<file path="src/rtl/qbus_dma_arb.sv">
// QBUS DMA arbiter: collects on-chip master requests and runs the vm2 DMR/DMGO/SACK handshake.
// Optional round-robin search start enabled by defining QBUS_ARB_RR_EN (default: fixed priority, req[0] highest).
module qbus_dma_arb #(
  parameter int NREQ = 4,
  parameter int TMO  = 255
) (
  input  logic            clk,
  input  logic            rst_n,
  input  logic [NREQ-1:0] req,
  output logic [NREQ-1:0] gnt,
  output logic            dmr_n,
  output logic            sack_n,
  input  logic            dmgo_n,
  input  logic            sync_n,
  input  logic            rply_n,
  output logic            busy,
  output logic            tmo_err
);

  localparam int IW = (NREQ > 1) ? $clog2(NREQ) : 1;

  typedef enum logic [2:0] {S_IDLE, S_REQ, S_WAIT, S_OWN, S_REL} state_t;

  state_t          state_q, state_d;
  logic [IW-1:0]   w_q, w_d;
  logic [7:0]      cnt_q, cnt_d;
  logic [NREQ-1:0] gnt_q, gnt_d;
  logic            dmr_n_q, dmr_n_d;
  logic            sack_n_q, sack_n_d;
  logic            tmo_err_q, tmo_err_d;
  logic [1:0]      dmgo_sync_q, dmgo_sync_d;
  logic [1:0]      sync_sync_q, sync_sync_d;
  logic [1:0]      rply_sync_q, rply_sync_d;

  logic            dmgo_seen, bus_idle_seen, req_w;
  logic [IW-1:0]   base, win_idx;
  logic            win_found;

`ifdef QBUS_ARB_RR_EN
  logic [IW-1:0]   ptr_q, ptr_d;
  assign base = ptr_q;
`else
  assign base = '0;
`endif

  assign dmgo_seen     = ~dmgo_sync_q[1];
  assign bus_idle_seen = sync_sync_q[1] & rply_sync_q[1];
  assign req_w         = req[w_q];

  assign dmgo_sync_d = {dmgo_sync_q[0], dmgo_n};
  assign sync_sync_d = {sync_sync_q[0], sync_n};
  assign rply_sync_d = {rply_sync_q[0], rply_n};

  // First requester at or after the search base, wrapping around.
  always_comb begin
    win_found = 1'b0;
    win_idx   = '0;
    for (int i = 0; i < NREQ; i++) begin
      if (!win_found && req[(int'(base) + i) % NREQ]) begin
        win_found = 1'b1;
        win_idx   = IW'((int'(base) + i) % NREQ);
      end
    end
  end

  always_comb begin
    // NOTE: every _d gets a default first so no path leaves it unassigned (no latches).
    state_d   = state_q;
    w_d       = w_q;
    cnt_d     = cnt_q;
    gnt_d     = gnt_q;
    dmr_n_d   = dmr_n_q;
    sack_n_d  = sack_n_q;
    tmo_err_d = 1'b0;
`ifdef QBUS_ARB_RR_EN
    ptr_d     = ptr_q;
`endif
    case (state_q)
      S_IDLE: begin
        if (win_found) begin
          state_d = S_REQ;
          w_d     = win_idx;
          cnt_d   = '0;
          dmr_n_d = 1'b0;
        end
      end
      S_REQ: begin
        cnt_d = cnt_q + 8'd1;
        // Once DMGO is seen the handshake must complete; an idle bus grants without a WAIT clock.
        if (dmgo_seen) begin
          if (!req_w) begin
            state_d  = S_REL;
            sack_n_d = 1'b0;
            dmr_n_d  = 1'b1;
          end else if (bus_idle_seen) begin
            state_d  = S_OWN;
            sack_n_d = 1'b0;
            dmr_n_d  = 1'b1;
            gnt_d    = NREQ'(1) << w_q;
          end else begin
            state_d = S_WAIT;
          end
        end else if (!req_w) begin
          state_d = S_IDLE;
          dmr_n_d = 1'b1;
        end else if (TMO != 0 && cnt_d == 8'(TMO)) begin
          state_d   = S_IDLE;
          dmr_n_d   = 1'b1;
          tmo_err_d = 1'b1;
        end
      end
      S_WAIT: begin
        if (!req_w) begin
          state_d  = S_REL;
          sack_n_d = 1'b0;
          dmr_n_d  = 1'b1;
        end else if (bus_idle_seen) begin
          state_d  = S_OWN;
          sack_n_d = 1'b0;
          dmr_n_d  = 1'b1;
          gnt_d    = NREQ'(1) << w_q;
        end
      end
      S_OWN: begin
        if (!req_w) begin
          state_d = S_REL;
          gnt_d   = '0;
`ifdef QBUS_ARB_RR_EN
          ptr_d   = (w_q == IW'(NREQ - 1)) ? '0 : w_q + 1'b1;
`endif
        end
      end
      S_REL: begin
        state_d  = S_IDLE;
        sack_n_d = 1'b1;
      end
      default: begin
        state_d  = S_IDLE;
        gnt_d    = '0;
        dmr_n_d  = 1'b1;
        sack_n_d = 1'b1;
      end
    endcase
  end

  // NOTE: sequential state uses non-blocking assignments so all flops update together.
  always_ff @(posedge clk or negedge rst_n) begin
    if (!rst_n) begin
      state_q     <= S_IDLE;
      w_q         <= '0;
      cnt_q       <= '0;
      gnt_q       <= '0;
      dmr_n_q     <= 1'b1;
      sack_n_q    <= 1'b1;
      tmo_err_q   <= 1'b0;
      dmgo_sync_q <= 2'b11;
      sync_sync_q <= 2'b11;
      rply_sync_q <= 2'b11;
`ifdef QBUS_ARB_RR_EN
      ptr_q       <= '0;
`endif
    end else begin
      state_q     <= state_d;
      w_q         <= w_d;
      cnt_q       <= cnt_d;
      gnt_q       <= gnt_d;
      dmr_n_q     <= dmr_n_d;
      sack_n_q    <= sack_n_d;
      tmo_err_q   <= tmo_err_d;
      dmgo_sync_q <= dmgo_sync_d;
      sync_sync_q <= sync_sync_d;
      rply_sync_q <= rply_sync_d;
`ifdef QBUS_ARB_RR_EN
      ptr_q       <= ptr_d;
`endif
    end
  end

  assign gnt     = gnt_q;
  assign dmr_n   = dmr_n_q;
  assign sack_n  = sack_n_q;
  assign tmo_err = tmo_err_q;
  assign busy    = (state_q != S_IDLE);

endmodule

</file>
<file path="config.mk">
export PLATFORM = sky130hd
export DESIGN_NAME = qbus_dma_arb
export DESIGN_NICKNAME = d
export VERILOG_FILES = /design/src/rtl/qbus_dma_arb.sv
export SDC_FILE = /design/constraint.sdc
export NUM_CORES = 1
export LEC_CHECK = 0
export ABC_AREA = 1
export BUFFER_PORTS_ARGS = -buffer_cell sky130_fd_sc_hd__clkbuf_2
export CORE_MARGIN = 1.5
export CORE_UTILIZATION = 45
export CTS_CLUSTER_SIZE = 25
export DETAILED_ROUTE_END_ITERATION = 8
export GPL_TIMING_DRIVEN = 0
export PLACE_DENSITY = 0.63
export RECOVER_POWER = 25
export SETUP_SLACK_MARGIN = 0.02
export SLEW_MARGIN = 20
export SYNTH_ARGS = -nofsm -noshare
export SYNTH_HDL_FRONTEND = slang
export SYNTH_SLANG_ARGS = --single-unit
</file>
<file path="constraint.sdc">
create_clock -name clk -period 3.2 [get_ports clk]
set_clock_uncertainty 0.2 [all_clocks]
set_input_delay 0.16 -clock clk [delete_from_list [all_inputs] [get_ports clk]]
set_output_delay 0.16 -clock clk [all_outputs]
set_load 0.05 [all_outputs]
</file>
==> reports/qor.yml <==
core_area_sq_mm: 0.00300
synthTopCellsByCount: "nand2_1, inv_1, dfrtp_1"
synth.top_cell.area_share: 0.320
p_per_area_mw_per_mm2: 890
met1_length_microns: 1280
gp_congestion: 0.844
multiInputGateArea_sq_um: 657
worstPathCellList: "nor2_1 -> inv_1 -> nor2_1 -> nand2_1 -> o31ai_1 -> dlygate4sd3_1"
p_int_uw: 724
ant_nets: 0
clock-root-buffer: "clkbuf_4"
wl_per_cell_microns: 11.4
critPathCaptureType: "flop"
area_delta_synth_final_pct: 16.1
p_sw_frac: 0.502
dieHeight_microns: 58.9
synth.avg_cell_area_sq_um: 7.86
whs_endpoint: "w_q[1]$_DFFE_PN0P_"
critPathArrivalTime_ns: 2.03
nNetsFinal: 218
slew_headroom: 0.0974
dieArea_sq_mm: 0.00347
clk_latency_ns: 0.31
finalCriticalPeriod_ns: 1.96
rows: 20
synth.distinct_cells: 24
ys_seq_elements: 26
cts_buffer_depth: 2
worst_path_dominant_cell_family: "buffers and inverters"
wl_microns: 2730
crit_required_ns: 3.27
clock.fmax_mhz: 510
power_switching_uw: 730
yosys_warnings: 0
yosys.cell_count.top_type: "nand2_1"
slowest_delay_ns: 0.57
synth_top_area_cell: "dfrtp_1"
p_clk_frac: 0.113
cts_buffers: 3
syn_area_sq_mm: 0.00141
place_hpwl_microns: 2070
dp_slack_ns: 1.39
synth_cells: 179
drv_cap: 0
vias: 1238
grt_pass1_vias: 1165
synth_area_leaders: "dfrtp_1, dfstp_2, nand2_1"
period_share: 0.612
hold_start: "req[2]"
grt_antenna_before_repair: 0
grt_overflow: 0
dr.pass1.iters: 4
wl_met3_microns: 126
cp_common_cell: "nor2_1"
ioPinCount: 17
status: "complete, no violations"
reg2regPathDepth: 6
setup_viol_count_final: 0
layout-drive-gt1-share: 0.243
fill_cells: 278
n_antenna_cell: 0
critical_path_buf_inv_count: 2
synth_edf_count: 0
cts.clk_slew.worst_paths_ns: 0.14
start_util: 0.469
reg2reg_to: "w_q[0]$_DFFE_PN0P_"
drc: 0
clock-sinks: 26
drtIter0Drc: 54
critical_path_class: "reg2reg"
die_w_microns: 58.9
cts_tree: "done"
timing.rr.start: "state_q[0]$_DFFE_PN0P_"
cts_setup_buffers: 0
hold_class: "in2reg"
seq_area_frac_synth: 0.469
ir_worst_vdd_uv: 409
power_frac_comb: 0.539
fin_ws_ns: 1.24
vias_per_cell: 5.18
final_hold_viol_count: 0
holdPathStages: 4
grt_max_degree: 27
worstPathMaxFanout: 5
final_core_util: 0.544
tightest_slew_ns: 1.35
cts_hold_buffers: 7
slowest_stage: "dlygate4sd3_1"
cp-start-kind: "flop"
maxSlewViolCount: 0
r2r_setup_slack_ns: 1.24
power_frac_seq: 0.348
regArea_sq_um: 661
ys.flop_type: "dfrtp_1"
tns_ns: 0
synth_nets: 190
p_leak_uw: 0.000803
rsz0062_at_grt: "false"
grt.total_usage: 0.176
port_buffers: 16
grt_pass1_wl_microns: 4790
ys_async_sr_fraction: 1.00
top_layer_used: "met4"
cts_resized: 0
wl_met2_microns: 1300
htreeDepth: 1
cell families after synthesis:
family	after synthesis	synth area share
buf+inv	24	0.0640
fa+ha+maj	2	0.0178
compound gates	20	0.0809
simple gates	107	0.368
flops	26	0.469
cell usage in the layout (no fill, tap or decap), types with 2 or more instances in the layout:
| cell type | netlist | routed |
|---|---|---|
| a21oi_1 | 3 | 3 |
| clkbuf_2 | 0 | 15 |
| clkbuf_4 | 0 | 3 |
| dfrtp_1 | 18 | 18 |
| dfstp_2 | 8 | 8 |
| dlygate4sd3_1 | 0 | 7 |
| ha_1 | 2 | 2 |
| inv_1 | 20 | 20 |
| inv_2 | 3 | 3 |
| nand2_1 | 56 | 56 |
| nand2_2 | 6 | 6 |
| nand2_4 | 3 | 3 |
| nand3_1 | 12 | 12 |
| nand3_2 | 4 | 4 |
| nand4_1 | 3 | 3 |
| nor2_1 | 12 | 12 |
| nor2_2 | 4 | 4 |
| nor3_1 | 5 | 5 |
| o21ai_0 | 8 | 8 |
| o21ai_1 | 2 | 2 |
| o22ai_1 | 4 | 4 |
state kept, by name, summed over array words and instances, names as in the netlist:
name,cells
cnt_q,8
gnt,4
state_q,3
dmgo_sync_q,2
rply_sync_q,2
sync_sync_q,2
w_q,2
dmr_n,1
sack_n,1
tmo_err,1
per-stage QoR:
step           area, sq um  hold WS (ns)  total power (uW)  cells
2_1_floorplan         1410        -0.336              1110    179
3_3_place_gp          1530       0.00548              1270    228
3_5_place_dp          1530       0.00814              1280    228
4_1_cts               1640        0.0632              1470    239
5_1_grt               1630         0.101              1590    239
6_report              1630        0.0756              1450    239
power by group through the flow:
stage / Sequential (uW) / Clock, uW / Combinational [uW]
2_1_floorplan: 604 / 0 / 509
3_3_place_gp: 507 / 0 / 762
3_5_place_dp: 513 / 0 / 769
4_1_cts: 506 / 173 / 787
5_1_grt: 519 / 186 / 881
6_report: 507 / 164 / 784
per-layer routing:
layer | GRT usage | vias to the layer above
met5 | 0 | -
li1 | - | 626
met1 | 0.227 | 569
met3 | 0.0374 | 4
met2 | 0.298 | 39
met4 | 0.0487 | 0
final cells by class:
type / count / area share
clock buffer: 4 / 0.0222
inverter: 24 / 0.0551
multi-input combinational: 129 / 0.402
sequential: 26 / 0.404
tap: 33 / 0.0253
timing repair buffer: 23 / 0.0911
worst min-delay path, stage by stage:
cell and delay (ns):
clkbuf_2 0.09, nor2_1 0.05, o21ai_0 0.16, o21a_1 0.12
worst max-delay path by stage:
stage | start | endpoint | slack, ns | cells after the start
after global placement | cnt_q[1]$_DFFE_PN0P_ | state_q[0]$_DFFE_PN0P_ | 1.43 | 10
final | state_q[0]$_DFFE_PN0P_ | w_q[0]$_DFFE_PN0P_ | 1.24 | 6
after detailed placement | cnt_q[1]$_DFFE_PN0P_ | state_q[0]$_DFFE_PN0P_ | 1.39 | 12
after global routing | state_q[0]$_DFFE_PN0P_ | w_q[0]$_DFFE_PN0P_ | 1.05 | 6
after CTS | state_q[0]$_DFFE_PN0P_ | w_q[0]$_DFFE_PN0P_ | 1.25 | 6
after floorplan | state_q[0]$_DFFE_PN0P_ | state_q[0]$_DFFE_PN0P_ | 1.51 | 9
Note: power is estimated with default switching activity, not from simulation.
